### src/rtl/fetch_sequencer.sv
// fetch_sequencer: sequential instruction fetch front-end in front of a
// combinational 2^14 x 32-bit instruction ROM. It delivers one instruction per
// cycle through a valid/ready slot and supports redirects (branch/jump), halt
// and resume.
//
// Optional feature: `FETCH_SEQ_ALIGN_CHK_EN
//   defined   : a redirect to a non word-aligned target enters FAULT. FAULT is
//               left only through rst.
//   undefined : there is no FAULT state, fault is tied to 0, and the low two
//               bits of redirect_pc are dropped.
//
// Ports
//   clk, rst        clock; synchronous active-high reset
//   start           level: start/resume fetching from IDLE or HALT
//   halt_req        level: stop once the pending output instruction is gone
//   redirect_valid  one-cycle strobe that loads redirect_pc into the PC
//   redirect_pc     redirect target byte address
//   rom_addr        ROM word address, always pc[15:2]
//   rom_data        ROM word for rom_addr, same cycle
//   inst, inst_pc   registered instruction and its byte address
//   inst_valid      output slot occupied
//   inst_ready      decode accepts; a transfer is inst_valid && inst_ready
//   busy            1 in RUN
//   fault           1 in FAULT
module fetch_sequencer #(
  parameter logic [15:0] RESET_PC = 16'h0000
) (
  input  logic        clk,
  input  logic        rst,
  input  logic        start,
  input  logic        halt_req,
  input  logic        redirect_valid,
  input  logic [15:0] redirect_pc,
  output logic [13:0] rom_addr,
  input  logic [31:0] rom_data,
  output logic [31:0] inst,
  output logic [15:0] inst_pc,
  output logic        inst_valid,
  input  logic        inst_ready,
  output logic        busy,
  output logic        fault
);

  typedef enum logic [1:0] {
    IDLE,
    RUN,
    HALT
`ifdef FETCH_SEQ_ALIGN_CHK_EN
    , FAULT
`endif
  } state_t;

  state_t      state;
  logic [15:0] pc;

  // The slot can take a new word when it is empty or being drained this cycle.
  logic        slot_free;
  logic [15:0] redir_tgt;

  assign slot_free = !inst_valid || inst_ready;
  assign redir_tgt = redirect_pc & 16'hFFFC;
  assign rom_addr  = pc[15:2];
  assign busy      = (state == RUN);
`ifdef FETCH_SEQ_ALIGN_CHK_EN
  assign fault     = (state == FAULT);
`else
  assign fault     = 1'b0;
`endif

  always_ff @(posedge clk) begin
    if (rst) begin
      state      <= IDLE;
      pc         <= RESET_PC;
      inst       <= 32'h0;
      inst_pc    <= 16'h0;
      inst_valid <= 1'b0;
    end else begin
`ifdef FETCH_SEQ_ALIGN_CHK_EN
      if (state == FAULT) begin
        inst_valid <= 1'b0;
      end else if (redirect_valid && (redirect_pc[1:0] != 2'b00)) begin
        // Misaligned target: PC keeps its old value for post-mortem.
        state      <= FAULT;
        inst_valid <= 1'b0;
      end else
`endif
      if (redirect_valid) begin
        // Redirect wins over everything: flush the slot, no fetch this cycle.
        pc         <= redir_tgt;
        inst_valid <= 1'b0;
        if (state == RUN && halt_req) state <= HALT;
      end else begin
        unique case (state)
          IDLE: if (start) state <= RUN;
          HALT: if (start && !halt_req) state <= RUN;
          RUN: begin
            if (slot_free) begin
              if (halt_req) begin
                state      <= HALT;
                inst_valid <= 1'b0;
              end else begin
                inst       <= rom_data;
                inst_pc    <= pc;
                inst_valid <= 1'b1;
                pc         <= pc + 16'd4;  // wraps modulo 2^16
              end
            end
          end
          default: state <= IDLE;
        endcase
      end
    end
  end

endmodule

### config.mk
export PLATFORM = sky130hd
export DESIGN_NAME = fetch_sequencer
export DESIGN_NICKNAME = d
export VERILOG_FILES = /design/src/rtl/fetch_sequencer.sv
export SDC_FILE = /design/constraint.sdc
export NUM_CORES = 1
export LEC_CHECK = 0
export ABC_AREA = 1
export CAP_MARGIN = 5
export CORE_MARGIN = 1.5
export CORE_UTILIZATION = 25
export DETAILED_ROUTE_END_ITERATION = 6
export GPL_ROUTABILITY_DRIVEN = 0
export GPL_TIMING_DRIVEN = 0
export PLACE_DENSITY = 0.62
export RECOVER_POWER = 100
export SLEW_MARGIN = 40
export SYNTH_ARGS = -nofsm -noshare
export SYNTH_HDL_FRONTEND = slang
export SYNTH_SLANG_ARGS = --single-unit
### constraint.sdc
create_clock -name clk -period 3.5 [get_ports clk]
set_input_delay 0.875 -clock clk [delete_from_list [all_inputs] [get_ports clk]]
set_output_delay 0.875 -clock clk [all_outputs]
set_load 0.02 [all_outputs]
# Yosys cells after proc, flatten, opt, wreduce, memory -nomap -nowiden
# Index checks and enable logic that the tools add are counted.
[op_classes]
n_addsub = 1
eq_ne = 8
n_mux = 12
bitwise = 2
reduce_logical = 14
[op_table]
columns = ["cell", "n"]
rows = [
  ["2-to-1 mux 16 bit", 4],
  ["adder 16 x 3 -> 16 bit, second input constant", 1],
  ["2-to-1 mux 2 bit", 6],
  ["inequality test 3 bit, second input constant", 3],
  ["case mux 2 bit (3 select lines)", 1],
  ["AND reduction 3 bit", 2],
  ["AND reduction 5 bit", 1],
  ["inequality test 2 x 1 -> 1 bit, second input constant", 2],
  ["AND reduction 4 bit", 1],
  ["nonzero test 2 bit", 2],
  ["inequality test 3 x 2 -> 1 bit, second input constant", 1],
  ["== test 2 x 1 -> 1 bit, second input constant", 1],
  ["== test 2 bit, second input constant", 1],
  ["logical AND 1 bit", 2],
  ["logical NOT 1 bit", 2],
  ["logical NOT 2 bit", 1],
  ["NOT 1 bit", 2],
  ["AND reduction 2 bit", 1],
  ["OR reduction 2 bit", 1],
  ["logical OR 1 bit", 1],
  ["2-to-1 mux 1 bit", 1],
]
[totals]
ff_bits = 67
in_bits = 54
output_inout_bits = 65
wordCells = 43

# Longest topological paths before layout
[depth]
word_depth = 5
ltp_mapped = 10
ltp_nobuf = 10

# Least setup slack after synthesis
# No wires, ideal clock.
[synth_timing]
path_kind = "in2reg"
start = "input port inst_ready"
end = "register pc[2]"
setup_time_ps = 132
arrival_time_ps = 1607
t_required_ps = 3368
setup_slack_ps = 1761
path_stages = 7
n_path_buf = 1
cell_sequence = "nor2_1 nor2_4 nand3_2 buf_2 nor2_1 a21oi_1 a21oi_1"
[synth_via]
elab_chain_len = 3
[synth_rtl]
columns = ["item", "line_no", "text"]
rows = [
  ["start, declared", "39", "input logic inst_ready,"],
  ["logical OR 1 bit", "60", "assign slot_free = !inst_valid || inst_ready;"],
  ["nonzero test 2 bit (no source line)", "-", ""],
  ["AND reduction 3 bit (no source line)", "-", ""],
  ["end signal, assigned", "89", "pc <= redir_tgt;"],
  ["end signal, assigned", "105", "pc <= pc + 16'd4;"],
  ["end, declared", "54", "logic [15:0] pc;"],
]
# Every way passes these cells.
# A chain may end at the register's enable or synchronous reset.

# Final worst setup path
[layout_timing]
start = "input port redirect_valid"
end = "register inst[4]"
[layout_via]
elab_chain_len = 2
[layout_rtl]
columns = ["item", "line_no", "text"]
rows = [
  ["start, declared", "32", "input logic redirect_valid,"],
  ["NOT 1 bit (no source line)", "-", ""],
  ["AND reduction 4 bit (no source line)", "-", ""],
  ["end signal, assigned", "102", "inst <= rom_data;"],
  ["end, declared", "36", "output logic [31:0] inst,"],
]
# Every way passes these cells.

==> results.toml <==
[global_routing]
grt_pass1_vias = 2752
grt_usage_pct = 15.6
antenna_found_initial = 0
grt_pass1_wl_um = 13700
grt_max_degree = 11
overflow = 0

[floorplanning]
die_y_um = 106
initial_utilization_pct = 25.9
num_rows = 37
io_pins = 119
die_w_um = 106
fp.coreArea_um2 = 10300
dieArea_um2 = 11300

[final_layout]
syn2layout_area_growth_pct = 54.1
fillCellCount = 1100
nets = 555
fin_util_pct = 39.8
diodes = 0
finalNonFillerCells = 639
final_common_cell = "nand2_1"
drive_gt1_share_pct = 4.77
post-route-cell-area_um2 = 4110
layout_common_cells = "nand2_1 (123), dlygate4sd3_1 (63), dfxtp_1 (63)"

[detailed_routing]
wl_um = 8650
drt_pre_antenna_iters = 4
via_per_inst = 4.51
drcViolationCount = 0
ant_nets = 0
vias = 2882
wl_per_cell_um = 13.5
drt_iter0_markers = 156

[clocking]
clk_latency_ps = 340
htree_levels = 3
cts_hold_buf = 0
post_cts_resized = 0
clk_path_buf_depth = 2
cts_buffers = 9
clock_tree.root_cell = "clkbuf_8"
clock_sinks = 63
cts_tree = "done"
path_clk_slew_ps = 70
post-cts-setup-buffer-count = 0

[placed_design]
placed_area_um2 = 3970
port_buffers = 112
hpwl_um = 6310
dp.cells = 625

[setup_path]
rr_startpoint = "state[0]"
r2r_cells = 8
path_delay_family = "buffers and inverters"
cp_slowest_cell = "dlygate4sd3_1"
ff2ff_setup_slack_ps = 1440
worstSetupPathType = "input port to flop"
crit_path_max_fanout = 10
r2r-end = "inst[4]"
slowest_delay_ps = 620
start_kind = "input port"
critPathRequiredTime_ps = 3750
cp_cell_sequence = "dlygate4sd3_1 > clkinv_1 > nand3_1 > inv_1 > clkbuf_1 > buf_6 > nand2_1 > a21oi_1"
crit_arrival_ps = 3030
critical_path.endpoint_type = "flop"
crit_buf_inv = 5

[yosys]
synth.largest_area_cell = "dfxtp_1"
netlist-cell-type-count = 26
syn_inst = 375
syn-mean-instance-area_um2 = 7.12
synth.area.top_cells = "dfxtp_1 (47%), nand2_1 (17%), a21oi_1 (10%)"
yosys_warnings = 0
yosysTopAreaCellShare_pct = 47.3
synthesis.area_um2 = 2670
synth_seq_cells = 63
yosysSeqAreaShare_pct = 47.3

[power]
vdd_drop_max_mv = 0.141
powerDensity_nw_per_um2 = 377
p_leak_uw = 0.00171

[hold_path]
holdPathStages = 2
min_to = "inst[16]"
min_path_type = "flop to flop"
hold_start = "inst[16]"

[timing]
rsz0062_at_grt = "false"
fmax_mhz = 360
finalSetupTns_ps = 0
fin_skew_ps = 9.93
timing.final.max_slew_violations = 0
setup_violations = 0
hold_viol = 0
relSlewSlack_pct = 59.0
min_period_ps = 2780
tightest_slew_ps = 615
fin_crit_sh_pct = 79.4

[run]
drv_cap = 0

[status]
outcome = "finished, final reports clean"
## cells by family (layout without fill, tap and decap cells)
group	count (synthesis)	count (layout)	synth area share, %
compound gates	81	81	15.9
xor+xnor	2	2	0.656
fa+ha+maj	1	1	0.469
buf+inv	47	173	7.97
flops	63	63	47.3
other cells	1	3	0.141
simple gates	180	180	27.6
## report_power, final
| group | leakage (µW) | switching (µW) | internal [µW] |
|---|---|---|---|
| sequential | 0.000511 | 22.6 | 740 |
| combinational | 0.00111 | 120 | 109 |
| clock | 0.0000854 | 271 | 288 |
## Yosys cell counts
| master | number |
|---|---|
| nand4_1 | 7 |
| nand3_2 | 1 |
| a31oi_1 | 4 |
| nor2_4 | 1 |
| o211ai_1 | 2 |
| clkinv_1 | 1 |
| a21oi_1 | 54 |
| buf_6 | 2 |
| inv_2 | 2 |
| ha_1 | 1 |
| buf_2 | 8 |
| clkbuf_1 | 9 |
| o21ai_1 | 1 |
| nand3_1 | 18 |
| o21ai_0 | 18 |
| o21a_1 | 1 |
| dfxtp_1 | 63 |
| xor2_1 | 2 |
| nor2_1 | 27 |
| inv_1 | 22 |
| buf_4 | 3 |
| nand2_2 | 2 |
| o2111a_1 | 1 |
| nand2_1 | 123 |
| conb_1 | 1 |
| or2_2 | 1 |
## per-stage QoR
| stage | hold WS, ps | setup slack (ps) | total power, µW |
|---|---|---|---|
| after floorplan | 478 | 1760 | 885 |
| after global placement | 452 | 878 | 1010 |
| after detailed placement | 457 | 844 | 1020 |
| after CTS | 467 | 954 | 1580 |
| after global routing | 480 | 551 | 1630 |
| final | 459 | 721 | 1550 |
## final cells by class
class | instances | area, µm² | share of cell area [%]
Buffer | 22 | 105 | 2.56
Timing Repair Buffer | 112 | 1120 | 27.3
Sequential cell | 63 | 1260 | 30.7
Tap cell | 136 | 170 | 4.14
Clock buffer | 13 | 159 | 3.86
Clock inverter | 1 | 5.00 | 0.122
Inverter | 25 | 93.8 | 2.28
Multi-Input combinational cell | 267 | 1200 | 29.1
## sequential cells by signal, indices dropped and copies added (netlist names)
name,count
inst_valid,1
inst,32
state,2
inst_pc,14
pc,14
## worst max-delay path by stage
stage                         startpoint  endpoint  slack (ps)  cells after the start
after floorplan               inst_ready     pc[2]        1760                      7
after global placement    redirect_valid     pc[2]         880                      7
after detailed placement  redirect_valid     pc[2]         840                      7
after CTS                       state[0]      busy         950                      3
after global routing      redirect_valid   inst[4]         550                      8
final                     redirect_valid   inst[4]         720                      8
## tightest hold or removal path: stages, from the launching register on
cell	delay, ps
dfxtp_1	310
nand2_1	50
a21oi_1	50
## layer usage
| layer | vias to the layer above | wire, µm | part of all wire (%) | global-route usage, % |
|---|---|---|---|---|
| met3 | 13 | 589 | 6.8 | 4.41 |
| met4 | 0 | 141 | 1.6 | 6.37 |
| met2 | 100 | 4000 | 46 | 25.0 |
| met1 | 1308 | 3920 | 45 | 19.7 |
| met5 | - | 0 | 0 | 0 |
| li1 | 1461 | - | - | - |
(Power assumes the default switching activity.)
